## src/rtl/i2c_pcf8574_target.sv

```systemverilog
// I2C target that mirrors a PCF8574-style 8-bit quasi-bidirectional port.
// Writes latch into port_out, reads return port_in; the SDA pad is open-drain and lives outside.
`timescale 1ns/1ps
module i2c_pcf8574_target #(
  parameter logic [6:0] ADDR       = 7'h27,
  parameter logic [7:0] PORT_RESET = 8'hFF
) (
  input  logic       clk,
  input  logic       rst,
  input  logic       scl_in,
  input  logic       sda_in,
  output logic       sda_oe,
  input  logic [7:0] port_in,
  output logic [7:0] port_out,
  output logic       wr_stb,
  output logic       busy
);

  typedef enum logic [2:0] {
    StIdle, StAddr, StAddrAck, StWrite, StWriteAck, StRead, StReadAck, StIgnore
  } state_e;

  state_e     state_q, state_d;
  logic [2:0] bit_cnt_q, bit_cnt_d;
  logic       byte_done_q, byte_done_d;
  logic [7:0] shift_q, shift_d;
  logic       rw_q, rw_d;
  logic       ack_q, ack_d;
  logic       sda_oe_q, sda_oe_d;
  logic       busy_q, busy_d;
  logic [7:0] port_out_q, port_out_d;
  logic       wr_stb_q, wr_stb_d;

  logic scl_meta_q, scl_sync_q, scl_prev_q;
  logic sda_meta_q, sda_sync_q, sda_prev_q;

  always_ff @(posedge clk or posedge rst) begin
    if (rst) begin
      scl_meta_q <= 1'b1;
      scl_sync_q <= 1'b1;
      scl_prev_q <= 1'b1;
      sda_meta_q <= 1'b1;
      sda_sync_q <= 1'b1;
      sda_prev_q <= 1'b1;
    end else begin
      scl_meta_q <= scl_in;
      scl_sync_q <= scl_meta_q;
      scl_prev_q <= scl_sync_q;
      sda_meta_q <= sda_in;
      sda_sync_q <= sda_meta_q;
      sda_prev_q <= sda_sync_q;
    end
  end

  logic scl_rise, scl_fall, start_det, stop_det;

  assign scl_rise  = scl_sync_q & ~scl_prev_q;
  assign scl_fall  = ~scl_sync_q & scl_prev_q;
  assign start_det = scl_sync_q & scl_prev_q & sda_prev_q & ~sda_sync_q;
  assign stop_det  = scl_sync_q & scl_prev_q & ~sda_prev_q & sda_sync_q;

  always_comb begin
    state_d     = state_q;
    bit_cnt_d   = bit_cnt_q;
    byte_done_d = byte_done_q;
    shift_d     = shift_q;
    rw_d        = rw_q;
    ack_d       = ack_q;
    sda_oe_d    = sda_oe_q;
    busy_d      = busy_q;
    port_out_d  = port_out_q;
    wr_stb_d    = 1'b0;

    if (start_det) begin
      state_d     = StAddr;
      bit_cnt_d   = 3'd0;
      byte_done_d = 1'b0;
      sda_oe_d    = 1'b0;
      busy_d      = 1'b0;
    end else if (stop_det) begin
      state_d     = StIdle;
      bit_cnt_d   = 3'd0;
      byte_done_d = 1'b0;
      sda_oe_d    = 1'b0;
      busy_d      = 1'b0;
    end else begin
      unique case (state_q)
        StIdle, StIgnore: begin
          sda_oe_d = 1'b0;
        end
        StAddr, StWrite: begin
          if (scl_rise) begin
            shift_d     = {shift_q[6:0], sda_sync_q};
            bit_cnt_d   = bit_cnt_q + 3'd1;
            byte_done_d = (bit_cnt_q == 3'd7);
          end else if (scl_fall && byte_done_q) begin
            // byte_done separates the 8th-bit falling edge from the one right after START
            byte_done_d = 1'b0;
            if (state_q == StWrite) begin
              sda_oe_d   = 1'b1;
              port_out_d = shift_q;
              wr_stb_d   = 1'b1;
              state_d    = StWriteAck;
            end else if (shift_q[7:1] == ADDR) begin
              rw_d     = shift_q[0];
              sda_oe_d = 1'b1;
              busy_d   = 1'b1;
              state_d  = StAddrAck;
            end else begin
              sda_oe_d = 1'b0;
              state_d  = StIgnore;
            end
          end
        end
        StAddrAck: begin
          if (scl_fall) begin
            if (rw_q) begin
              shift_d  = port_in;
              sda_oe_d = ~port_in[7];
              state_d  = StRead;
            end else begin
              sda_oe_d = 1'b0;
              state_d  = StWrite;
            end
          end
        end
        StWriteAck: begin
          if (scl_fall) begin
            sda_oe_d = 1'b0;
            state_d  = StWrite;
          end
        end
        StRead: begin
          if (scl_rise) begin
            bit_cnt_d   = bit_cnt_q + 3'd1;
            byte_done_d = (bit_cnt_q == 3'd7);
          end else if (scl_fall) begin
            if (byte_done_q) begin
              byte_done_d = 1'b0;
              sda_oe_d    = 1'b0;
              state_d     = StReadAck;
            end else begin
              shift_d  = {shift_q[6:0], 1'b0};
              sda_oe_d = ~shift_q[6];
            end
          end
        end
        StReadAck: begin
          if (scl_rise) begin
            ack_d = sda_sync_q;
          end else if (scl_fall) begin
            if (!ack_q) begin
              shift_d  = port_in;
              sda_oe_d = ~port_in[7];
              state_d  = StRead;
            end else begin
              sda_oe_d = 1'b0;
              state_d  = StIgnore;
            end
          end
        end
      endcase
    end
  end

  always_ff @(posedge clk or posedge rst) begin
    if (rst) begin
      state_q     <= StIdle;
      bit_cnt_q   <= 3'd0;
      byte_done_q <= 1'b0;
      shift_q     <= 8'h00;
      rw_q        <= 1'b0;
      ack_q       <= 1'b1;
      sda_oe_q    <= 1'b0;
      busy_q      <= 1'b0;
      port_out_q  <= PORT_RESET;
      wr_stb_q    <= 1'b0;
    end else begin
      state_q     <= state_d;
      bit_cnt_q   <= bit_cnt_d;
      byte_done_q <= byte_done_d;
      shift_q     <= shift_d;
      rw_q        <= rw_d;
      ack_q       <= ack_d;
      sda_oe_q    <= sda_oe_d;
      busy_q      <= busy_d;
      port_out_q  <= port_out_d;
      wr_stb_q    <= wr_stb_d;
    end
  end

  assign sda_oe   = sda_oe_q;
  assign busy     = busy_q;
  assign port_out = port_out_q;
  assign wr_stb   = wr_stb_q;

endmodule

```

## config.mk

```make
export PLATFORM = sky130hd
export DESIGN_NAME = i2c_pcf8574_target
export DESIGN_NICKNAME = d
export VERILOG_FILES = /design/src/rtl/i2c_pcf8574_target.sv
export SDC_FILE = /design/constraint.sdc
export NUM_CORES = 1
export LEC_CHECK = 0
export ABC_AREA = 1
export BUFFER_PORTS_ARGS = -buffer_cell sky130_fd_sc_hd__buf_4
export CAP_MARGIN = 0
export CORE_MARGIN = 1.5
export CORE_UTILIZATION = 40
export DETAILED_ROUTE_END_ITERATION = 7
export MAX_ROUTING_LAYER = met4
export SLEW_MARGIN = 20
export SYNTH_ARGS = -nofsm -noshare
export SYNTH_HDL_FRONTEND = slang
export SYNTH_SLANG_ARGS = --single-unit
export TNS_END_PERCENT = 100
```

## constraint.sdc

```tcl
create_clock -name clk -period 2.4 [get_ports clk]
set_input_delay 0.36 -clock clk [delete_from_list [all_inputs] [get_ports clk]]
set_output_delay 0.36 -clock clk [all_outputs]
set_load 0.005 [all_outputs]
```

==> summary.md, run 1 <==
| Metric | Value |
|---|---|
| Crit start category | flop |
| Antenna Cells | 0 |
| Initial Utilization | 41.2% |
| Worst-margin pin slew | 0.492 ns |
| DRC Markers | 0 |
| Mean post-synth cell area | 7.48 sq um |
| Fin crit period | 1.98 ns |
| Worst min path class | in -> async |
| ANT nets after route | 0 |
| Synth Cell Area | 1920 sq um |
| Ys Warns | 0 |
| Post-CTS Setup Bufs | 0 |
| Vias in the first global route | 1592 |
| Ports | 23 |
| Power Total | 2.54 mW |
| Grt ovf | 0 |
| Gpl congestion | 0.850 |
| Die area | 5230 sq um |
| Req. time, crit path | 2.58 ns |
| Vias | 1632 |
| Root buf cell | clkbuf_8 |
| First-pass GRT wire length | 6980 um |
| CP max FO | 8 |
| Leak pwr | 1.17 nW |
| Chip Height | 72.3 um |
| DRT iter0 DRCs | 89 |
| Post-CTS Hold Buffers | 0 |
| CTS buffer count | 5 |
| Row Count | 25 |
| Flop2flop setup slack | 0.42 ns |
| VDD IR max | 0.356 mV |
| Final setup vio count | 0 |
| Reg-to-Reg Start | scl_sync_q$_DFF_PP1_ |
| GRT Util Overall | 17.8% |
| Crit path kind | reg -> reg |
| Clock insertion delay at the later pin of the skew report | 0.28 ns |
| FF-to-FF path depth | 11 |
| Largest net degree at the start of global routing | 35 |
| Reg power frac | 33.6% |
| Distinct cell type count after synthesis | 23 |
| Total Wirelength | 3970 um |
| Layout cells sized above 1 | 20.7% |
| Worst r2r dst | state_q[1]$_DFFE_PP0P_ |
| Area grow syn2layout | 17.4% |
| Internal power | 1.42 mW |
| Reg clk slew, reported paths | 0.07 ns |
| Arr. time, crit path | 2.16 ns |
| Clk pwr share | 19.8% |
| Setup_tns | 0 ns |
| Maximum capacitance violations | 0 |
| Slew Limit Fails | 0 |
| Clock sink count | 34 |
| Register bit total from synthesis | 34 |
| Unrepaired setup endpoints after global routing | no |
| Pwr/cell area | 1130 nW/um^2 |
| Combinational Power Share | 46.5% |
| Net Sw Frac | 44.2% |
| Clock skew | 0.00684 ns |
| # H-tree levels | 2 |
| Clk buf depth | 2 |
| Syn nets | 275 |
| Core area | 4660 sq um |
| # fillers | 488 |
| CTS tree | done |
| Multi-input gate area | 897 sq um |
| Worst Setup End Kind | flop |
| Slew margin rel. | 67.1% |
| Vias per cell | 4.81 |
| Cells after Synth | 257 |
| Post-cts sizing count | 0 |
| Die extent in x | 72.3 um |
| Count of input and output buffers | 22 |
| Switching pwr | 1.12 mW |
| Detailed Routing Iterations Pass 1 | 5 |
| Drt wl/cell | 11.7 um |
| Final nets | 302 |
| Final Cycle Share | 82.5% |
| Register area share after synthesis | 45.2% |
| Status | finished, final reports clean |
| Final Hold Viols | 0 |
| Post-DP HPWL | 2970 um |
| FF+latch area | 870 sq um |
| Fmax | 0.505 GHz |
| Initial antenna violation count | 0 |
-- synth_stat cells --
cell / instances / area (sq um)
o21ai_0: 28 / 140
nor2_4: 1 / 11.3
dfstp_2: 15 / 394
nor2_1: 23 / 86.3
dfrtp_1: 19 / 475
nor2_2: 1 / 6.26
inv_1: 32 / 120
nand3_2: 3 / 30.0
o21ai_2: 2 / 17.5
buf_6: 1 / 11.3
nand2_2: 1 / 6.26
nand4_1: 2 / 12.5
buf_2: 4 / 20.0
ha_1: 6 / 75.1
nand3_1: 24 / 120
nand2_1: 84 / 315
nand2_4: 2 / 22.5
a21oi_1: 3 / 15.0
o21ai_1: 1 / 5.00
o21a_1: 1 / 7.51
nor3_1: 2 / 10.0
inv_2: 1 / 3.75
nor3_4: 1 / 16.3
-- per-layer routing --
layer / vias to the layer above / part of all wire, % / track usage [%]
li1: 867 / - / -
met1: 732 / 49 / 21.9
met2: 29 / 47 / 28.5
met3: 4 / 3.5 / 4.44
met4: 0 / 0.86 / 6.08
met5: - / 0 / -
-- state kept, by name, summed over array words and instances, names as in the netlist --
name         cells
bit_cnt_q        3
wr_stb           1
busy             1
scl_meta_q       1
scl_prev_q       1
scl_sync_q       1
byte_done_q      1
shift_q          8
sda_prev_q       1
rw_q             1
sda_meta_q       1
ack_q            1
sda_sync_q       1
sda_oe           1
port_out         8
state_q          3
-- cells in the final DEF (no fill, tap or decap) --
master,n
a21oi_1,3
buf_4,25
clkbuf_1,1
clkbuf_16,1
clkbuf_8,6
dfrtp_1,19
dfstp_2,15
ha_1,6
inv_1,32
inv_2,1
nand2_1,84
nand2_2,1
nand2_4,2
nand3_1,24
nand3_2,3
nand4_1,2
nor2_1,23
nor2_2,1
nor2_4,1
nor3_1,2
nor3_4,1
o21a_1,1
o21ai_0,28
o21ai_1,1
o21ai_2,2
-- logic make-up after synthesis --
kind of cell	share of synthesized area, %
flops	45.2
simple gates	33.1
compound gates	9.64
fa+ha+maj	3.91
buf+inv	8.07
-- stage by stage --
stage | hold WS (ns) | area (sq um) | setup WS (ns) | util (%) | cells
after global placement | 0.346 | 2150 | 0.469 | 46.0 | 331
after CTS | 0.174 | 2260 | 0.414 | 48.4 | 339
final | 0.163 | 2260 | 0.420 | 48.4 | 339
after detailed placement | 0.349 | 2150 | 0.412 | 46.0 | 331
after floorplan | 0.345 | 1920 | 0.596 | - | 257
after global routing | 0.167 | 2260 | 0.147 | 48.4 | 339
-- worst max path at each step --
stage,from,endpoint,slack [ns],depth (start not counted)
after floorplan,scl_sync_q$_DFF_PP1_,state_q[0]$_DFFE_PP0P_,0.60,11
after global placement,scl_sync_q$_DFF_PP1_,state_q[2]$_DFFE_PP0P_,0.47,11
after detailed placement,scl_sync_q$_DFF_PP1_,state_q[1]$_DFFE_PP0P_,0.41,11
after CTS,scl_sync_q$_DFF_PP1_,state_q[1]$_DFFE_PP0P_,0.41,11
after global routing,scl_sync_q$_DFF_PP1_,port_out[3]$_DFFE_PP1P_,0.15,8
final,scl_sync_q$_DFF_PP1_,state_q[1]$_DFFE_PP0P_,0.42,11
-- area by class of cell --
class,count,area share (%)
clock buffer,8,4.93
timing repair buffer,25,8.31
inverter,33,5.49
multi-input combinational,185,39.7
sequential,34,38.5
tap,54,2.99
-- power by group through the flow --
stage | combinational [mW] | sequential, mW | clock [mW]
floorplan | 0.990 | 0.799 | 0
global placement | 1.19 | 0.860 | 0
finish | 1.18 | 0.854 | 0.504
global route | 1.37 | 0.877 | 0.541
detailed placement | 1.19 | 0.863 | 0
CTS | 1.19 | 0.855 | 0.520
-- critical path, cell delays in order (launching register included) --
cell and delay, ns:
dfstp_2 0.57, ha_1 0.19, nand2_1 0.09, nor2_2 0.17, nor2_1 0.13, buf_4 0.18, inv_2 0.08, a21oi_1 0.04
nor2_1 0.20, nand2_1 0.12, nand2_1 0.07, nand2_1 0.05
Note: power is estimated with default switching activity, not from simulation.
==> inputs of run 2 (changes only) <==
==> constraint.sdc (replaced) <==
create_clock -name clk -period 1.64 [get_ports clk]
set_input_delay 0.246 -clock clk [delete_from_list [all_inputs] [get_ports clk]]
set_output_delay 0.246 -clock clk [all_outputs]
set_load 0.005 [all_outputs]
==> summary.md, run 2 (synthesis results as in run 1) <==
| Metric | Value |
|---|---|
| Setup_tns | -0.238 ns (was 0 ns) |
| Antenna Cells | 0 (unchanged) |
| Crit-path most repeated cell | nor2_4 (was nand2_1) |
| Initial antenna violation count | 0 (unchanged) |
| CP cell instances | ha_4 -> nand2_4 -> nor2_4 -> nor2_4 -> buf_6 -> inv_4 -> a21oi_2 -> nor2_4 -> buf_4 -> nand3_1 -> nand2_1 (was ha_1 -> nand2_1 -> nor2_2 -> nor2_1 -> buf_4 -> inv_2 -> a21oi_1 -> nor2_1 -> nand2_1 -> nand2_1 -> nand2_1) |
| Vias per cell | 4.93 (was 4.81) |
| CP bufs+invs | 3 (was 2) |
| Slew Limit Fails | 0 (unchanged) |
| Die extent in x | 72.3 um (unchanged) |
| Core area | 4660 sq um (unchanged) |
| Die area | 5230 sq um (unchanged) |
| Clock sink count | 34 (unchanged) |
| Maximum capacitance violations | 0 (unchanged) |
| Worst-margin pin slew | 0.426 ns (was 0.492 ns) |
| Final nets | 336 (was 302) |
| Fin crit period | 1.70 ns (was 1.98 ns) |
| Largest net degree at the start of global routing | 35 (unchanged) |
| Worst Setup End Kind | flop (unchanged) |
| Most common cell after layout, fill and taps aside | nand2_1 (unchanged) |
| Detailed Routing Iterations Pass 1 | 4 (was 5) |
| Total Wirelength | 4660 um (was 3970 um) |
| Gpl congestion | 0.822 (was 0.850) |
| Post-Layout Cell Count | 373 (was 339) |
| Ports | 23 (unchanged) |
| Chip Height | 72.3 um (unchanged) |
| Count of input and output buffers | 22 (unchanged) |
| Post-CTS Hold Buffers | 0 (unchanged) |
| Layout cells sized above 1 | 46.4% (was 20.7%) |
| Clock insertion delay at the later pin of the skew report | 0.29 ns (was 0.28 ns) |
| Failing checks | negative setup slack |
| Status | finished, violations left (was finished, final reports clean) |
| Crit path kind | reg -> reg (unchanged) |
| Leak pwr | 1.42 nW (was 1.17 nW) |
| Clk buf depth | 2 (unchanged) |
| Max incr delay on CP | 0.57 ns (about the same) |
| Reg clk slew, reported paths | 0.07 ns (about the same) |
| VDD IR max | 0.791 mV (was 0.356 mV) |
| FF+latch area | 872 sq um (was 870 sq um) |
| Final setup vio count | 11 (was 0) |
| CP max FO | 5 (was 8) |
| Placed cell count | 355 (was 331) |
| Fmax | 0.589 GHz (was 0.505 GHz) |
| Vias | 1838 (was 1632) |
| Power Total | 4.53 mW (was 2.54 mW) |
| Final Cycle Share | 104% (was 82.5%) |
| Post-route design area | 2790 sq um (was 2260 sq um) |
| PnR worst setup slack | -0.0585 ns (was 0.420 ns) |
| ANT nets after route | 0 (unchanged) |
| # fillers | 457 (was 488) |
| Crit path max-delay family | flip-flops (was simple AND/OR/NAND/NOR gates) |
| Worst min path class | in -> async (unchanged) |
| Root buf cell | clkbuf_8 (unchanged) |
| Slew margin rel. | 71.6% (was 67.1%) |
| First-pass GRT wire length | 7730 um (was 6980 um) |
| Core Util, Final | 59.8% (was 48.4%) |
| # H-tree levels | 2 (unchanged) |
| Arr. time, crit path | 1.93 ns (was 2.16 ns) |
| Pwr/cell area | 1620 nW/um^2 (was 1130 nW/um^2) |
| Unrepaired setup endpoints after global routing | yes (was no) |
| Grt ovf | 0 (unchanged) |
| Multi-input gate area | 1160 sq um (was 897 sq um) |
| DRT iter0 DRCs | 85 (was 89) |
| Vias in the first global route | 1772 (was 1592) |
| CTS tree | done (unchanged) |
| Req. time, crit path | 1.87 ns (was 2.58 ns) |
| Drt wl/cell | 12.5 um (was 11.7 um) |
| CTS buffer count | 5 (unchanged) |
| Worst hold slack | 0.0498 ns (was 0.163 ns) |
| Post-DP HPWL | 3260 um (was 2970 um) |
| Placed Instance Area | 2380 sq um (was 2150 sq um) |
| Clock skew | 0.00857 ns (was 0.00684 ns) |
| Dpl ws | -0.118 ns (was 0.412 ns) |
| Commonest cells after routing, fill and taps aside | nand2_1, buf_4, inv_1 (was nand2_1, inv_1, o21ai_0) |
| Crit start category | flop (unchanged) |
| Initial Utilization | 41.2% (unchanged) |
| Final Hold Viols | 0 (unchanged) |
| Crit-path slowest cell | dfstp_2 (unchanged) |
| DRC Markers | 0 (unchanged) |
| Row Count | 25 (unchanged) |
| GRT Util Overall | 19.7% (was 17.8%) |
| Area grow syn2layout | 45.1% (was 17.4%) |
-- run 2: report_power, final --
group	switching, mW	leakage [nW]	total, mW	internal, mW
Combinational	1.46	0.961	2.51	1.05
Clock	0.309	0.0579	0.756	0.447
Sequential	0.206	0.398	1.27	1.06
Total	1.97	1.42	4.53	2.56
-- run 2: worst min-delay path: cells and delay by family --
kind,cells,cell delay (ns)
buffers and inverters,3,0.52
-- run 2: routing by layer --
layer	part of all wire, %	track usage [%]	up-vias	wire (um)
met5	0	-	-	0
met4	1.1	5.03	0	51
met3	2.5	4.17	6	116
met2	52	35.1	22	2410
met1	45	22.6	872	2080
li1	-	-	938	-
-- run 2: worst paths after layout --
check | start | end | slack, ns | depth (start not counted)
min reg2reg | scl_meta_q$_DFF_PP1_ | scl_sync_q$_DFF_PP1_ | 0.36 | 0
max reg2reg | scl_prev_q$_DFF_PP1_ | state_q[0]$_DFFE_PP0P_ | -0.06 | 11
max in group asynchronous | rst | port_out[6]$_DFFE_PP1P_ | 1.26 | 3
min | rst | shift_q[3]$_DFFE_PP0P_ | 0.05 | 3
min in group clk | sda_in | sda_meta_q$_DFF_PP1_ | 0.07 | 1
max | scl_prev_q$_DFF_PP1_ | state_q[0]$_DFFE_PP0P_ | -0.06 | 11
-- run 2: cell type report --
| cell class | instances | area share (%) |
|---|---|---|
| Multi-Input combinational cell | 187 | 41.5 |
| Clock buffer | 5 | 2.47 |
| Clock inverter | 3 | 1.44 |
| Sequential cell | 34 | 31.3 |
| Inverter | 33 | 4.53 |
| Timing Repair Buffer | 57 | 16.4 |
| Tap cell | 54 | 2.42 |
-- run 2: repair_timing --
item	4_1_cts	5_1_grt
endpoints found under the setup margin	21	26
cloned	1	1
resized for setup	11	68
pin swaps	9	16
buffers inserted	4	4
==> inputs of run 3 (changes only) <==
--- a/config.mk
+++ b/config.mk
@@ -12,6 +12,7 @@
 export CORE_UTILIZATION = 40
 export DETAILED_ROUTE_END_ITERATION = 7
 export MAX_ROUTING_LAYER = met4
+export SKIP_LAST_GASP = 1
 export SLEW_MARGIN = 20
 export SYNTH_ARGS = -nofsm -noshare
 export SYNTH_HDL_FRONTEND = slang
==> summary.md, run 3 (synthesis results as in run 1) <==
| Metric | Value |
|---|---|
| Status | finished, violations left (unchanged) |
| Failing checks | negative setup slack (unchanged) |
| Final Cycle Share | 104% (about the same) |
| Clock insertion delay at the later pin of the skew report | 0.29 ns (about the same) |
| Clock sink count | 34 (unchanged) |
| Placed cell count | 355 (unchanged) |
| Reg power frac | 28.1% (was 28.0%) |
| Maximum capacitance violations | 0 (unchanged) |
| CP max FO | 5 (unchanged) |
| Crit path kind | reg -> reg (unchanged) |
| Count of input and output buffers | 22 (unchanged) |
| Unrepaired setup endpoints after global routing | yes (unchanged) |
| Post-route design area | 2780 sq um (was 2790 sq um) |
| Layout cells sized above 1 | 45.8% (was 46.4%) |
| Grt ovf | 0 (unchanged) |
| Area grow syn2layout | 44.8% (was 45.1%) |
| Core area | 4660 sq um (unchanged) |
| Flop2flop setup slack | -0.06 ns (about the same) |
| Drt wl/cell | 12.5 um (about the same) |
| Row Count | 25 (unchanged) |
| Most common cell after layout, fill and taps aside | nand2_1 (unchanged) |
| Worst min path class | in -> async (unchanged) |
| Commonest cells after routing, fill and taps aside | nand2_1, buf_4, inv_1 (unchanged) |
| # H-tree levels | 2 (unchanged) |
| Root buf cell | clkbuf_8 (unchanged) |
| DRT iter0 DRCs | 80 (was 85) |
| Total Wirelength | 4650 um (was 4660 um) |
| Worst-margin pin slew | 0.426 ns (about the same) |
| Reg clk slew, reported paths | 0.07 ns (about the same) |
| Net Sw Frac | 43.5% (about the same) |
| Detailed Routing Iterations Pass 1 | 4 (unchanged) |
| Initial Utilization | 41.2% (unchanged) |
| VDD IR max | 0.791 mV (about the same) |
| Worst Setup End Kind | flop (unchanged) |
| Antenna Cells | 0 (unchanged) |
| DRC Markers | 0 (unchanged) |
| Clk pwr share | 16.9% (was 16.7%) |
| Ports | 23 (unchanged) |
| CTS tree | done (unchanged) |
| First-pass GRT wire length | 7730 um (unchanged) |
| Fmax | 0.589 GHz (about the same) |
| Internal power | 2.55 mW (was 2.56 mW) |
| CTS buffer count | 5 (unchanged) |
| Fin crit period | 1.70 ns (about the same) |
| Slew Limit Fails | 0 (unchanged) |
| Switching pwr | 1.96 mW (was 1.97 mW) |
| Final nets | 336 (unchanged) |
| Die extent in x | 72.3 um (unchanged) |
| Pwr/cell area | 1620 nW/um^2 (about the same) |
| Clk buf depth | 2 (unchanged) |
| Crit start category | flop (unchanged) |
| Placed Instance Area | 2380 sq um (unchanged) |
| Clock skew | 0.00867 ns (was 0.00857 ns) |
| Gpl congestion | 0.822 (unchanged) |
| PnR worst setup slack | -0.0577 ns (was -0.0585 ns) |
| Die area | 5230 sq um (unchanged) |
| Final setup vio count | 9 (was 11) |
| Vias per cell | 4.93 (about the same) |
| Initial antenna violation count | 0 (unchanged) |
| Vias in the first global route | 1772 (unchanged) |
| GRT Util Overall | 19.7% (unchanged) |
| Leak pwr | 1.42 nW (about the same) |
| Arr. time, crit path | 1.93 ns (about the same) |
| Vias | 1839 (was 1838) |
| Req. time, crit path | 1.87 ns (about the same) |
| Post-DP HPWL | 3260 um (unchanged) |
| Post-Layout Cell Count | 373 (unchanged) |
| Chip Height | 72.3 um (unchanged) |
| Largest net degree at the start of global routing | 35 (unchanged) |
| Combinational Power Share | 55.0% (was 55.3%) |
| ANT nets after route | 0 (unchanged) |
| Slew margin rel. | 71.6% (about the same) |
| Final Hold Viols | 0 (unchanged) |
[run 3: changes by cell type in the layout (fill, tap and decap cells not counted)]
cell and change:
o21ai_0 +1, nand2_1 +1, nand2_2 -1, o21ai_2 -1
[run 3: metal layers]
| layer | up-vias | track usage [%] | wire length [um] |
|---|---|---|---|
| met5 | - | - | 0 |
| met3 | 5 | 4.17 | 120 |
| met4 | 0 | 5.03 | 51 |
| met2 | 23 | 35.1 | 2410 |
| met1 | 873 | 22.6 | 2070 |
| li1 | 938 | - | - |
[run 3: worst max-delay path, cell delays in order (launching register included)]
cell,delay [ns]
dfstp_2,0.57
ha_4,0.17
nand2_4,0.05
nor2_4,0.18
nor2_4,0.07
buf_6,0.13
inv_4,0.05
a21oi_2,0.04
nor2_4,0.12
buf_4,0.12
nand3_1,0.06
nand2_1,0.06
[run 3: final cells by class]
cell class	count	area [sq um]
fillers	456	1880
well taps	54	67.6
flip-flops and latches	34	872
clock inverters	3	40.0
inverters	33	126
clock buffers	5	68.8
multi-input cells	187	1150
repair buffers	57	458
[run 3: worst paths after layout]
path                                      startpoint                      to  cells after the start
worst min register to register  scl_meta_q$_DFF_PP1_    scl_sync_q$_DFF_PP1_                      0
worst max-delay path            scl_prev_q$_DFF_PP1_  state_q[0]$_DFFE_PP0P_                     11
worst min-delay path                             rst  shift_q[3]$_DFFE_PP0P_                      3
max in group asynchronous                        rst    scl_meta_q$_DFF_PP1_                      3
min in group clk                              sda_in    sda_meta_q$_DFF_PP1_                      1
worst max register to register  scl_prev_q$_DFF_PP1_  state_q[0]$_DFFE_PP0P_                     11
[run 3: what timing repair did]
item | CTS | global route
endpoints found under the setup margin | 21 | 26
cloned | 1 | 1
buffers inserted | 4 | 4
resized for setup | 11 | 65
pin swaps | 9 | 16
hold buffers | 0 | 0
[run 3: per-stage QoR]
stage	TNS [ns]	power, mW	hold WS [ns]	utilization [%]	setup slack [ns]
after global routing	-2.25	4.90	0.0521	59.7	-0.164
after CTS	-0.145	4.22	0.0590	55.0	-0.0458
after global placement	-0.355	3.37	0.346	51.1	-0.0821
final	-0.247	4.51	0.0475	59.7	-0.0577
after detailed placement	-0.954	3.39	0.348	51.1	-0.118
after floorplan	-0.0000832	2.66	0.250	-	-0.0000832
[run 3: power groups by stage]
stage / Combinational, mW / Sequential, mW / Clock (mW)
2_1_floorplan: 1.48 / 1.17 / 0
3_3_place_gp: 2.12 / 1.25 / 0
3_5_place_dp: 2.13 / 1.26 / 0
4_1_cts: 2.20 / 1.24 / 0.775
5_1_grt: 2.80 / 1.30 / 0.806
6_report: 2.48 / 1.27 / 0.759
